===== src/rtl/cond_exec_ctrl.sv =====
// Condition-execution controller between ID and EXE: owns NZCV, tracks in-flight
// flag writers, stalls conditionals until flags resolve and issues or squashes them.
module cond_exec_ctrl #(
   parameter int unsigned MAX_PEND = 3,
   parameter int unsigned CNT_W    = 2
) (
   input  logic             clk,
   input  logic             rst,
   input  logic             id_valid,
   input  logic [3:0]       id_cond,
   input  logic             id_set_flags,
   output logic             id_ready,
   input  logic             flush,
   input  logic             wb_flag_valid,
   input  logic [3:0]       wb_flags,
   output logic             ex_issue,
   output logic             ex_squash,
   output logic [3:0]       status_out,
   output logic [CNT_W-1:0] pend_cnt,
   output logic             wb_err
);

   typedef enum logic [1:0] {StRun, StWaitFlags, StFull} stateE;

   stateE            stateQ, stateD;
   logic [3:0]       statusQ;
   logic [CNT_W-1:0] pendQ;
   logic             exIssueQ, exSquashQ, wbErrQ;

   logic       pendZero, pendOne, pendFull, resolved;
   logic       waitCond, fullStall, accept, pass, inc, dec;
   logic [3:0] flags;

   function automatic logic condPass(input logic [3:0] cond, input logic [3:0] f);
      logic n, z, c, v, res;
      n = f[3];
      z = f[2];
      c = f[1];
      v = f[0];
      unique case (cond)
         4'h0:    res = z;
         4'h1:    res = !z;
         4'h2:    res = c;
         4'h3:    res = !c;
         4'h4:    res = n;
         4'h5:    res = !n;
         4'h6:    res = v;
         4'h7:    res = !v;
         4'h8:    res = c & !z;
         4'h9:    res = !c | z;
         4'hA:    res = (n == v);
         4'hB:    res = (n != v);
         4'hC:    res = !z & (n == v);
         4'hD:    res = z | (n != v);
         4'hE:    res = 1'b1;
         default: res = 1'b0;
      endcase
      return res;
   endfunction

   always_comb begin
      pendZero  = (pendQ == '0);
      pendOne   = (pendQ == CNT_W'(1));
      pendFull  = (pendQ == CNT_W'(MAX_PEND));
      resolved  = pendZero | (pendOne & wb_flag_valid);
      // The last outstanding writer retiring this cycle forwards its flags directly.
      flags     = (wb_flag_valid & pendOne) ? wb_flags : statusQ;
      waitCond  = (id_cond != 4'hE) & !resolved;
      fullStall = id_set_flags & pendFull & !wb_flag_valid;
      id_ready  = rst & (!id_valid | !(waitCond | fullStall));
      accept    = id_valid & id_ready & !flush;
      pass      = condPass(id_cond, flags);
      // A squashed flag-setter never writes back, so it is not counted.
      inc       = accept & id_set_flags & pass;
      dec       = wb_flag_valid & !pendZero;
      stateD    = StRun;
      if (id_valid && !flush) begin
         if (waitCond)       stateD = StWaitFlags;
         else if (fullStall) stateD = StFull;
      end
   end

   always_ff @(posedge clk or negedge rst) begin
      if (!rst) begin
         stateQ    <= StRun;
         statusQ   <= 4'b0000;
         pendQ     <= '0;
         exIssueQ  <= 1'b0;
         exSquashQ <= 1'b0;
         wbErrQ    <= 1'b0;
      end else begin
         stateQ    <= stateD;
         exIssueQ  <= accept & pass;
         exSquashQ <= accept & !pass;
         if (inc && !dec)      pendQ <= pendQ + CNT_W'(1);
         else if (dec && !inc) pendQ <= pendQ - CNT_W'(1);
         if (wb_flag_valid) statusQ <= wb_flags;
         if (wb_flag_valid && pendZero && !inc) wbErrQ <= 1'b1;
      end
   end

   // A held instruction implies the counter condition that caused the hold still stands.
   assert property (@(posedge clk) disable iff (!rst) (stateQ == StFull) |-> pendFull);
   assert property (@(posedge clk) disable iff (!rst) (stateQ == StWaitFlags) |-> !pendZero);

   assign ex_issue   = exIssueQ;
   assign ex_squash  = exSquashQ;
   assign status_out = statusQ;
   assign pend_cnt   = pendQ;
   assign wb_err     = wbErrQ;

endmodule


===== config.mk =====
export PLATFORM = sky130hd
export DESIGN_NAME = cond_exec_ctrl
export DESIGN_NICKNAME = d
export VERILOG_FILES = /design/src/rtl/cond_exec_ctrl.sv
export SDC_FILE = /design/constraint.sdc
export NUM_CORES = 1
export LEC_CHECK = 0
export CAP_MARGIN = 20
export CORE_UTILIZATION = 38
export DETAILED_ROUTE_END_ITERATION = 16
export DONT_BUFFER_PORTS = 1
export PLACE_DENSITY_LB_ADDON = 0.2
export SYNTH_ARGS = -nofsm -noshare
export SYNTH_HDL_FRONTEND = slang
export SYNTH_SLANG_ARGS = --single-unit

===== constraint.sdc =====
create_clock -name clk -period 2.4 [get_ports clk]
set_clock_uncertainty 0.05 [all_clocks]
set_input_delay 0.48 -clock clk [delete_from_list [all_inputs] [get_ports clk]]
set_output_delay 0.48 -clock clk [all_outputs]
set_load 0.01 [all_outputs]

==> metrics.txt <==
Worst-Skew Late Latency=260 ps; Post-Synth Simple-Gate Area=22.5%; Root Driver=clkbuf_4; CTS buffer count=3; Layout area overhead=23.2%; Seq pwr share=28.3%; Lkg Pwr=0.411 nW; post-detail-place hpwl=1.23 mm; most frequent CP cell=ha_4; beginning of the critical path=pend_cnt[1]; initial antenna violation count=0; worst hold path class=input port to flop; slowest stage delay, CP=390 ps; Clock Sinks=9; max-cap violations=0; Post-Syn Instances=78; Die Y=46.9 um; run status=complete, no violations; internal power=457 uW; pre-CTS setup slack=-38.3 ps; DR pass1 iterations=4; Netlist cell types=39; Total GRT Usage=17.4%; post-route DRC violation count=0; FF+latch count, synth=9; Syn Nets=96; grt total ovfl=0; I/O pin total=24; synth top area cells=dfrtp_1 29%, mux2_2 7.3%, ha_1 6.5%; Setup-failing EPs final=0; CP endpoint kind=flop; fmax=429 MHz; Vias=639; FFs w/ async S/R, synth=100%; WP buf/inv=1; drt wl/cell=14.6 um; cell taking the most area after synthesis=dfrtp_1; Cell Rows=15; Die W=46.9 um; vias in the first global route=596; EDFF count, synth=0; crit path launch type=flop; final wirelength=1.69 mm; Port Buffer Count=0; CP cell instances=inv_2 > ha_4 > nand2_4 > mux2_4 > a2bb2oi_1 > or3_1 > nand4_1 > and3_4 > ha_4 > xnor2_1; TNS Setup=0 ps; slowest cell on the critical path=dfrtp_1; CP Capture Point=pend_cnt[0]; final total power=725 uW; n_diodes=0; adder-cell share of the synthesized area=6.53%; max-slew violation count=0; CP required=2490 ps; top cells by instance count after synthesis=9 x dfrtp_1, 5 x mux2_2, 5 x mux2i_1, 5 x nand2_1; Initial Utilization=42.6%; WS Path Type=flop to flop; combinational share of power=55.4%; placed inst area=838 um^2; Period minus WS final=2330 ps; cell area after layout=945 um^2; Arr. time, crit path=2420 ps; largest net degree at the start of global routing=11; Synth Area in Compound Gates=14.7%; NetSw=268 uW; Synth top area share=29.4%; Max-slew headroom=68.8%; first-pass GRT wire length=2.63 mm; iteration-0 DRC count of the detailed router=12; full die area=2200 um^2; part of the power in the clock network=16.3%; worst slew pin tran=465 ps; final net count=110; Final Hold Vio Count=0; layout cell share with drive strength beyond 1=33.0%; count leader, synth=dfrtp_1; sw frac=37.0%; Worst path depth=10; htree depth=1; ys flop type=dfrtp_1; reg-to-reg critical path endpoint=pend_cnt[0]; CTS tree=yes; largest family of logic cells by synthesized area=simple AND/OR/NAND/NOR gates; final period utilization=97.1%; Worst-path clk slew=70 ps; Final Util=52.4%; Max IR drop VDD=0.382 mV; Vias/cell=5.51; XOR/XNOR Fraction of Synth Area=4.57%; Syn. warnings=0; Post-Syn Area=767 um^2; # fillers=184; sequential share of the synthesized area=29.4%; final worst slack=69.0 ps; R2R Setup Slk=70 ps; Core Box Area=1800 um^2; PwrDens=768 nW/um^2; R2R depth=10; RSZ-0062 raised after global routing=true; GP Congestion=0.869; syn_area_per_cell=9.83 um^2; Reg-to-Reg Start=pend_cnt[1]; mux cell area share after synthesis=18.8%; Top delay family on crit path=simple AND/OR/NAND/NOR gates; Post-DRT Antenna Nets=0; CTS Buffer Depth=2; CP Max Fanout=4
[flip-flops by register name, indices dropped and copies added, names as in the netlist]
register and cells:
ex_issue 1, wb_err 1, status_out 4, ex_squash 1, pend_cnt 2
[repair_timing]
action	4_1_cts	5_1_grt
setup endpoints to repair	2	4
hold buffers	1	0
buffers inserted	4	2
pin swaps	1	0
endpoints found under the hold margin	9	0
gates resized for setup	1	5
[metrics by stage]
step	cells	hold slack, ps
after global routing	116	318
after CTS	115	315
after floorplan	78	134
after detailed placement	106	135
after global placement	106	135
final	116	325
[routing by layer]
layer  routed length, um  part of all wire, %  GRT usage, %  up-vias
met2                 808                   48          26.9       16
met4                  15                 0.89          6.86        0
met1                 760                   45          22.3      310
met3                 103                  6.1          5.77        2
met5                   0                    0             0        -
li1                    -                    -             -      311
[final cells by class]
| type | count | area, um^2 | area share, % |
|---|---|---|---|
| well taps | 25 | 31.3 | 3.31 |
| repair buffers | 11 | 85.1 | 9.01 |
| inverters | 3 | 11.3 | 1.19 |
| flip-flops and latches | 9 | 226 | 24.0 |
| multi-input cells | 64 | 564 | 59.7 |
| clock buffers | 4 | 26.3 | 2.78 |
[kinds of logic after synthesis]
kind of cell	after synthesis
buffers and inverters	5
xor gates and xnor gates	4
and+or+nand+nor	28
AOI/OAI and AO/OA	16
DFF	9
muxes	12
adders and majority gates	4
[placed cells by master, fill, tap and decap left out, types with 3 or more instances in the layout]
cell type	n
buf_4	10
clkbuf_4	3
dfrtp_1	8
mux2_2	5
mux2i_1	5
nand2_1	5
nor2b_1	4
nor3_1	3
xnor2_1	3
[power groups by stage]
| stage | Sequential, mW | Clock (mW) | Combinational, mW |
|---|---|---|---|
| after CTS | 0.206 | 0.123 | 0.367 |
| after floorplan | 0.228 | 0 | 0.234 |
| final | 0.205 | 0.118 | 0.402 |
| after detailed placement | 0.208 | 0 | 0.329 |
| after global routing | 0.209 | 0.127 | 0.443 |
| after global placement | 0.207 | 0 | 0.325 |
[worst min path at each step]
stage,cells past startpoint,slack [ps],from,to
floorplan,0,130,rst,ex_issue
global placement,0,130,rst,status_out[2]
detailed placement,0,130,rst,status_out[2]
CTS,1,320,wb_flags[1],status_out[1]
global route,1,320,wb_flags[1],status_out[1]
finish,1,320,wb_flags[1],status_out[1]
Power figures use the tool's default switching activity.
